## src/rtl/serial_subtractor.sv

```systemverilog
// Bit-serial two's-complement subtractor: diff = a - b, one bit per clock, LSB first,
// computed as a + ~b + 1 through a single full-adder cell and a carry flip-flop.
module serial_subtractor #(
    parameter int WIDTH = 8
) (
    input  logic             clk,
    input  logic             rst_n,
    input  logic             start,
    input  logic [WIDTH-1:0] a,
    input  logic [WIDTH-1:0] b,
    output logic [WIDTH-1:0] diff,
    output logic             borrow,
    output logic             over_flow,
    output logic             busy,
    output logic             done
);

    localparam int CW = (WIDTH > 1) ? $clog2(WIDTH) : 1;

    typedef enum logic [1:0] {IDLE, RUN, DONE} state_t;

    state_t           state_q, state_d;
    logic [WIDTH-1:0] a_q, a_d, b_q, b_d;
    logic [WIDTH-2:0] res_q, res_d;
    logic             carry_q, carry_d;
    logic [CW-1:0]    cnt_q, cnt_d;
    logic [WIDTH-1:0] diff_q, diff_d;
    logic             borrow_q, borrow_d;
    logic             ovf_q, ovf_d;

    // Full-adder cell on the current LSBs; the subtrahend bit is inverted here.
    logic             ai, nbi, s, cout;
    logic [WIDTH-1:0] sh;

    always_comb begin
        ai   = a_q[0];
        nbi  = ~b_q[0];
        s    = ai ^ nbi ^ carry_q;
        cout = (ai & nbi) | (carry_q & (ai ^ nbi));
        sh   = {s, res_q};
    end

    always_comb begin
        state_d  = state_q;
        a_d      = a_q;
        b_d      = b_q;
        res_d    = res_q;
        carry_d  = carry_q;
        cnt_d    = cnt_q;
        diff_d   = diff_q;
        borrow_d = borrow_q;
        ovf_d    = ovf_q;
        case (state_q)
            IDLE, DONE: begin
                if (start) begin
                    a_d     = a;
                    b_d     = b;
                    carry_d = 1'b1;
                    cnt_d   = '0;
                    state_d = RUN;
                end else begin
                    state_d = IDLE;
                end
            end
            RUN: begin
                a_d     = a_q >> 1;
                b_d     = b_q >> 1;
                carry_d = cout;
                cnt_d   = cnt_q + CW'(1);
                res_d   = sh[WIDTH-1:1];
                if (cnt_q == CW'(WIDTH - 1)) begin
                    // Last bit: ai/b_q[0] are the operand sign bits, s is the result sign.
                    diff_d   = sh;
                    borrow_d = ~cout;
                    ovf_d    = (ai ^ b_q[0]) & (s ^ ai);
                    state_d  = DONE;
                end
            end
            default: state_d = IDLE;
        endcase
    end

    always_ff @(posedge clk or negedge rst_n) begin
        if (!rst_n) begin
            state_q  <= IDLE;
            a_q      <= '0;
            b_q      <= '0;
            res_q    <= '0;
            carry_q  <= 1'b0;
            cnt_q    <= '0;
            diff_q   <= '0;
            borrow_q <= 1'b0;
            ovf_q    <= 1'b0;
        end else begin
            state_q  <= state_d;
            a_q      <= a_d;
            b_q      <= b_d;
            res_q    <= res_d;
            carry_q  <= carry_d;
            cnt_q    <= cnt_d;
            diff_q   <= diff_d;
            borrow_q <= borrow_d;
            ovf_q    <= ovf_d;
        end
    end

    assign diff      = diff_q;
    assign borrow    = borrow_q;
    assign over_flow = ovf_q;
    assign busy      = (state_q == RUN);
    assign done      = (state_q == DONE);

endmodule

```

## config.mk

```make
export PLATFORM = sky130hd
export DESIGN_NAME = serial_subtractor
export DESIGN_NICKNAME = d
export VERILOG_FILES = /design/src/rtl/serial_subtractor.sv
export SDC_FILE = /design/constraint.sdc
export NUM_CORES = 1
export LEC_CHECK = 0
export ABC_CLOCK_PERIOD_IN_PS = 3510
export CORE_MARGIN = 8
export CORE_UTILIZATION = 55
export DETAILED_ROUTE_END_ITERATION = 10
export GPL_TIMING_DRIVEN = 0
export PLACE_DENSITY = 0.83
export SYNTH_ARGS = -nofsm -noshare
export SYNTH_HDL_FRONTEND = slang
export SYNTH_SLANG_ARGS = --single-unit
```

## constraint.sdc

```tcl
create_clock -name clk -period 3.51 [get_ports clk]
set_input_delay 0.351 -clock clk [delete_from_list [all_inputs] [get_ports clk]]
set_output_delay 0.351 -clock clk [all_outputs]
set_load 0.02 [all_outputs]
```

==> impl_metrics.py, run 1 <==
metrics = {
    "final_layout": {
        "fin_util": 0.691,
        "num-fill-cells": 229,
        "diodes": 0,
        "nNetsFinal": 222,
        "final_cell_mix": "nand2_1, dfrtp_1, clkdlybuf4s50_1, nor2_1, a31oi_1",
        "area_delta_synth_final_pct": 22.5,
        "design_area_sq_um": 2060,
        "mostFrequentLayoutCell": "nand2_1",
        "drive_above_1_share": 0.126,
    },
    "global_route": {
        "grt_pass1_wl_um": 5930,
        "antenna_found_initial": 0,
        "use_met3": 0.0642,
        "overflow": 0,
        "grt.busiest_layer": "met2",
        "grt_pass1_vias": 1309,
        "grtUsageTotal": 0.147,
        "use_met1": 0.168,
        "grt_max_degree": 40,
        "use_met2": 0.245,
    },
    "critical_path": {
        "endpoint": "busy",
        "cp.arrival_ps": 1860,
        "ff2ff_path_depth": 5,
        "end_kind": "primary output",
        "r2r_slack_ps": 1950,
        "cp-startpoint": "state_q[1]",
        "r2r_start": "cnt_q[0]",
        "cp-start-kind": "flop",
        "critPathRequiredTime_ps": 3160,
        "crit_fanout": 10,
        "worstSetupPathType": "reg2out",
        "r2r_end": "diff[6]",
    },
    "drt": {
        "drc": 0,
        "first_pass_iters": 4,
        "ant_nets": 0,
        "route.vias.total": 1247,
        "drt-total-wl_um": 3380,
        "drtIter0Drc": 54,
        "post_drt_wl_per_cell_um": 14.6,
        "vias_per_cell": 5.40,
    },
    "sta": {
        "tns_ps": 0,
        "slew_viol_final": 0,
        "post-route-period-util": 0.629,
        "max_freq_ghz": 0.453,
        "timing.final.hold_violations": 0,
        "fin_crit_ps": 2210,
        "rsz0062_at_grt": "no",
        "setup-violations-final": 0,
        "relSlewSlack": 0.426,
        "worst_pin_slew_ps": 861,
        "skew_ps": 6.81,
    },
    "placement": {
        "gp_congestion": 0.824,
        "portBuffers": 30,
        "hpwl_um": 2500,
        "place_area_sq_um": 2020,
    },
    "clock_tree": {
        "post-cts-setup-buffer-count": 0,
        "ctsHoldBuffers": 0,
        "clock_latency_ps": 340,
        "path_clk_slew_ps": 110,
        "cts_tree": "yes",
        "cts_htree_levels": 2,
        "cts_buffers": 5,
        "cts.sinks": 39,
        "cts_root_buf": "clkbuf_4",
        "cts_resized": 0,
        "clock_path_buffers": 2,
    },
    "synth": {
        "synth-seq-area-share": 0.581,
        "synth_cells": 162,
        "syn-cell-area_sq_um": 1680,
        "synthAdderAreaFrac": 0.0343,
        "synth_top_family_by_area": "simple AND/OR/NAND/NOR gates",
        "ys_types": 23,
        "synth-seq-cells": 39,
        "yosys_warnings": 0,
        "synth_nets": 185,
        "synth.mux.area_fraction": 0.0648,
        "synth-xor-area-share": 0.00521,
        "synth_simple_gate_area_share": 0.176,
        "synth-compound-area-share": 0.0894,
        "synth_area_per_cell_sq_um": 10.4,
    },
    "die": {
        "start_util": 0.564,
        "coreArea_sq_um": 2980,
        "die_x_um": 71.3,
        "io_pins": 31,
        "fp.dieH_um": 71.3,
        "num_rows": 20,
        "dieArea_sq_um": 5080,
    },
    "min_path": {
        "holdCritPathClass": "in2async",
    },
    "power": {
        "p_leak_nw": 0.995,
        "finalPower_mw": 1.85,
        "ir_drop_uv": 461,
        "p_per_area_nw_per_um2": 899,
        "switching_share": 0.389,
        "p_clk_frac": 0.113,
        "net-switching-power_mw": 0.719,
        "comb_power_share": 0.461,
        "p_seq_frac": 0.426,
        "intPower_mw": 1.13,
    },
    "status": {
        "status": "complete, no violations",
    },
    "flow_run": {
        "maxCapViolCount": 0,
    },
}
[cells by family after synthesis]
kind of cell               count (synthesis)
adders and majority gates                  4
DFF                                       39
xor gates and xnor gates                   1
AOI/OAI and AO/OA                         23
and+or+nand+nor                           73
muxes                                      8
buffers and inverters                     14
[per-stage QoR]
stage,hold WS [ps],cells,setup WS [ps]
after floorplan,55.4,162,2070
after global placement,460,225,1250
after detailed placement,470,225,1680
after CTS,123,231,1290
after global routing,155,231,1190
final,107,231,1300
[layout make-up]
class / count / area [sq um] / share of cell area
Sequential cell: 39 / 976 / 0.474
Multi-Input combinational cell: 109 / 621 / 0.302
Clock buffer: 6 / 41.3 / 0.0201
Buffer: 10 / 68.8 / 0.0334
Inverter: 4 / 15.0 / 0.00729
Tap cell: 33 / 41.3 / 0.0201
Timing Repair Buffer: 30 / 295 / 0.143
[worst min-delay path by stage]
stage                  start        end  slack [ps]  depth (start not counted)
finish                 rst_n     b_q[6]         110                          1
global route           rst_n     a_q[1]         160                          1
CTS                    rst_n  over_flow         120                          1
detailed placement  res_q[0]   res_q[0]         470                          2
floorplan              rst_n     a_q[0]          60                          0
global placement    res_q[0]   res_q[0]         460                          2
[power by group through the flow]
stage	combinational [mW]	sequential, mW	clock (mW)
after floorplan	0.535	0.827	0
after global placement	0.821	0.782	0
after detailed placement	0.861	0.797	0
after CTS	0.865	0.788	0.213
after global routing	0.952	0.818	0.231
final	0.854	0.788	0.209
[layer usage]
metal  vias to the layer above  share of wire
met2                        30           0.48
met3                         5          0.061
met4                         0          0.013
li1                        604              -
met5                         -              0
met1                       608           0.44
[cells in the mapped netlist (all sizes together)]
library cell	count	area share
a21oi	1	0.0030
a22o	4	0.021
a31oi	14	0.052
buf	9	0.039
clkbuf	1	0.0022
dfrtp	39	0.58
fa	1	0.012
ha	3	0.022
inv	4	0.0089
mux2	8	0.065
nand2	51	0.11
nand2b	2	0.0074
nand3	1	0.0030
nand3b	1	0.0067
nor2	16	0.037
nor2b	2	0.0074
o21ai	3	0.0089
o31ai	1	0.0045
xnor2	1	0.0052
[sequential cells by signal, summed over array words and instances, names as in the netlist]
| signal | cells |
|---|---|
| a_q | 8 |
| b_q | 8 |
| borrow | 1 |
| carry_q | 1 |
| cnt_q | 3 |
| diff | 8 |
| over_flow | 1 |
| res_q | 7 |
| state_q | 2 |
[worst max-delay path: stages, from the launching register on]
cell and delay [ps]:
dfrtp_1 390, nand2b_1 180, inv_1 100, buf_2 220
clkdlybuf4s50_1 640
(Power assumes the default switching activity.)
==> inputs of run 2 (changes only) <==
- ABC_CLOCK_PERIOD_IN_PS: 3510 -> 1950
- CORE_UTILIZATION: 55 -> 46
- PLACE_DENSITY: 0.83 -> 0.74
- clock period: 3.51 -> 1.95 ns (I/O delays scaled with it)
==> run 2 against run 1 <==
  * First-iteration DRC count decreased by 17%
  * Combinational power increased by 77%
  * Wire length decreased by 5.2%
  * Largest cell class unchanged
==> impl_metrics.py, run 2 (same netlist as run 1, synthesis figures left out) <==
metrics = {
    "status": {
        "status": "complete, no violations",
    },
    "die": {
        "num_rows": 22,
        "coreArea_sq_um": 3580,
        "fp.dieH_um": 76.4,
        "io_pins": 31,
        "die_x_um": 76.4,
        "dieArea_sq_um": 5840,
        "start_util": 0.470,
    },
    "critical_path": {
        "critPathRequiredTime_ps": 1750,
        "cp.arrival_ps": 1590,
        "crit_buf_inv": 3,
        "worstSetupPathType": "reg2out",
        "max_stage_delay_ps": 400,
        "slowest_stage": "dfrtp_1",
        "cpLargestDelayFamily": "buffers and inverters",
        "end_kind": "primary output",
        "crit_fanout": 10,
        "cp-start-kind": "flop",
        "cp_cell_sequence": "nand2b_1, inv_1, buf_2, dlygate4sd2_1",
    },
    "sta": {
        "post-route-period-util": 0.915,
        "max_freq_ghz": 0.560,
        "slew_viol_final": 0,
        "worst_pin_slew_ps": 827,
        "rsz0062_at_grt": "no",
        "relSlewSlack": 0.449,
        "skew_ps": 8.53,
        "timing.final.hold_violations": 0,
        "fin_crit_ps": 1780,
        "setup-violations-final": 0,
    },
    "power": {
        "p_clk_frac": 0.161,
        "switching_share": 0.367,
        "p_per_area_nw_per_um2": 1630,
        "p_leak_nw": 1.02,
        "ir_drop_uv": 722,
        "p_seq_frac": 0.405,
        "intPower_mw": 2.20,
        "comb_power_share": 0.433,
        "net-switching-power_mw": 1.28,
        "finalPower_mw": 3.48,
    },
    "placement": {
        "portBuffers": 30,
        "hpwl_um": 2370,
        "place_area_sq_um": 2040,
        "gp_congestion": 0.777,
    },
    "clock_tree": {
        "cts.sinks": 39,
        "cts_tree": "yes",
        "cts_root_buf": "clkbuf_4",
        "clock_latency_ps": 340,
        "path_clk_slew_ps": 120,
        "cts_htree_levels": 2,
        "cts_buffers": 5,
        "clock_path_buffers": 2,
    },
    "min_path": {
        "holdCritPathClass": "in2reg",
    },
    "final_layout": {
        "diodes": 0,
        "area_delta_synth_final_pct": 26.8,
        "mostFrequentLayoutCell": "nand2_1",
        "nNetsFinal": 223,
        "final_cell_mix": "nand2_1, dfrtp_1, clkdlybuf4s50_1, nor2_1, a31oi_1",
        "drive_above_1_share": 0.139,
        "design_area_sq_um": 2130,
    },
    "flow_run": {
        "maxCapViolCount": 0,
    },
    "drt": {
        "drtIter0Drc": 45,
        "drc": 0,
        "first_pass_iters": 4,
        "drt-total-wl_um": 3200,
        "ant_nets": 0,
        "route.vias.total": 1233,
        "post_drt_wl_per_cell_um": 12.9,
        "vias_per_cell": 4.95,
    },
    "global_route": {
        "grt_pass1_vias": 1249,
        "grt_pass1_wl_um": 5580,
        "antenna_found_initial": 0,
        "grtUsageTotal": 0.115,
        "grt_max_degree": 40,
        "overflow": 0,
    },
}
==> run 2: cell types whose count changed in the layout (fill, tap and decap cells not counted) <==
| cell | change |
|---|---|
| clkbuf_8 | +1 |
| dlygate4sd3_1 | +1 |
| clkdlybuf4s50_1 | -1 |
| clkbuf_1 | -1 |
| dlygate4sd2_1 | +1 |
| clkinv_2 | +1 |
| bufinv_16 | +1 |
==> run 2: per-stage QoR <==
| stage | TNS [ps] | setup WS [ps] | cells | hold WS [ps] | utilization |
|---|---|---|---|---|---|
| after floorplan | 0 | 513 | 162 | -101 | - |
| after global placement | -6870 | -177 | 240 | 464 | 0.570 |
| after detailed placement | 0 | 265 | 240 | 350 | 0.569 |
| after CTS | 0 | 144 | 249 | 381 | 0.595 |
| after global routing | 0 | 72.6 | 249 | 359 | 0.595 |
| final | 0 | 166 | 249 | 393 | 0.595 |
==> run 2: final timing paths <==
path / depth (start not counted) / start / endpoint / slack [ps]
max: 4 / state_q[1] / busy / 170
min reg2reg: 2 / res_q[0] / res_q[0] / 490
min: 3 / b[1] / b_q[1] / 390
max in group asynchronous: 2 / rst_n / res_q[4] / 950
min in group asynchronous: 2 / rst_n / a_q[0] / 480
max reg2reg: 5 / cnt_q[0] / diff[7] / 380
==> run 2: routing by layer <==
metal  GRT usage  wire length (um)  vias to the layer above
met5           0                 0                        -
met4      0.0404                46                        0
met3      0.0483               184                        5
met2       0.184              1510                       31
met1       0.135              1470                      594
li1            -                 -                      603
==> run 2: power by group through the flow <==
stage,logic (mW),registers [mW],clock network (mW)
floorplan,0.964,1.49,0
global placement,1.50,1.41,0
detailed placement,1.54,1.43,0
CTS,1.53,1.42,0.579
global route,1.70,1.46,0.616
finish,1.51,1.41,0.561
==> run 2: what timing repair did <==
item | 4_1_cts | 5_1_grt
hold buffers | 1 | 0
endpoints found under the hold margin | 39 | 0
setup endpoints to repair | 1 | 0
buffers inserted | 0 | 0
gates resized for setup | 1 | 0
==> run 2: cell type report <==
cell class	instances	area, sq um
clock inverters	2	35.0
flip-flops and latches	39	976
multi-input cells	109	621
fillers	329	1450
repair buffers	31	304
plain buffers	10	68.8
inverters	4	15.0
well taps	48	60.1
clock buffers	6	51.3
==> run 2: worst register-to-register path: cells and delay by family (launching register included) <==
family	cells	cell delay [ps]
buf+inv	1	180
fa+ha+maj	2	420
simple gates	1	140
flops	1	420
mux	1	310
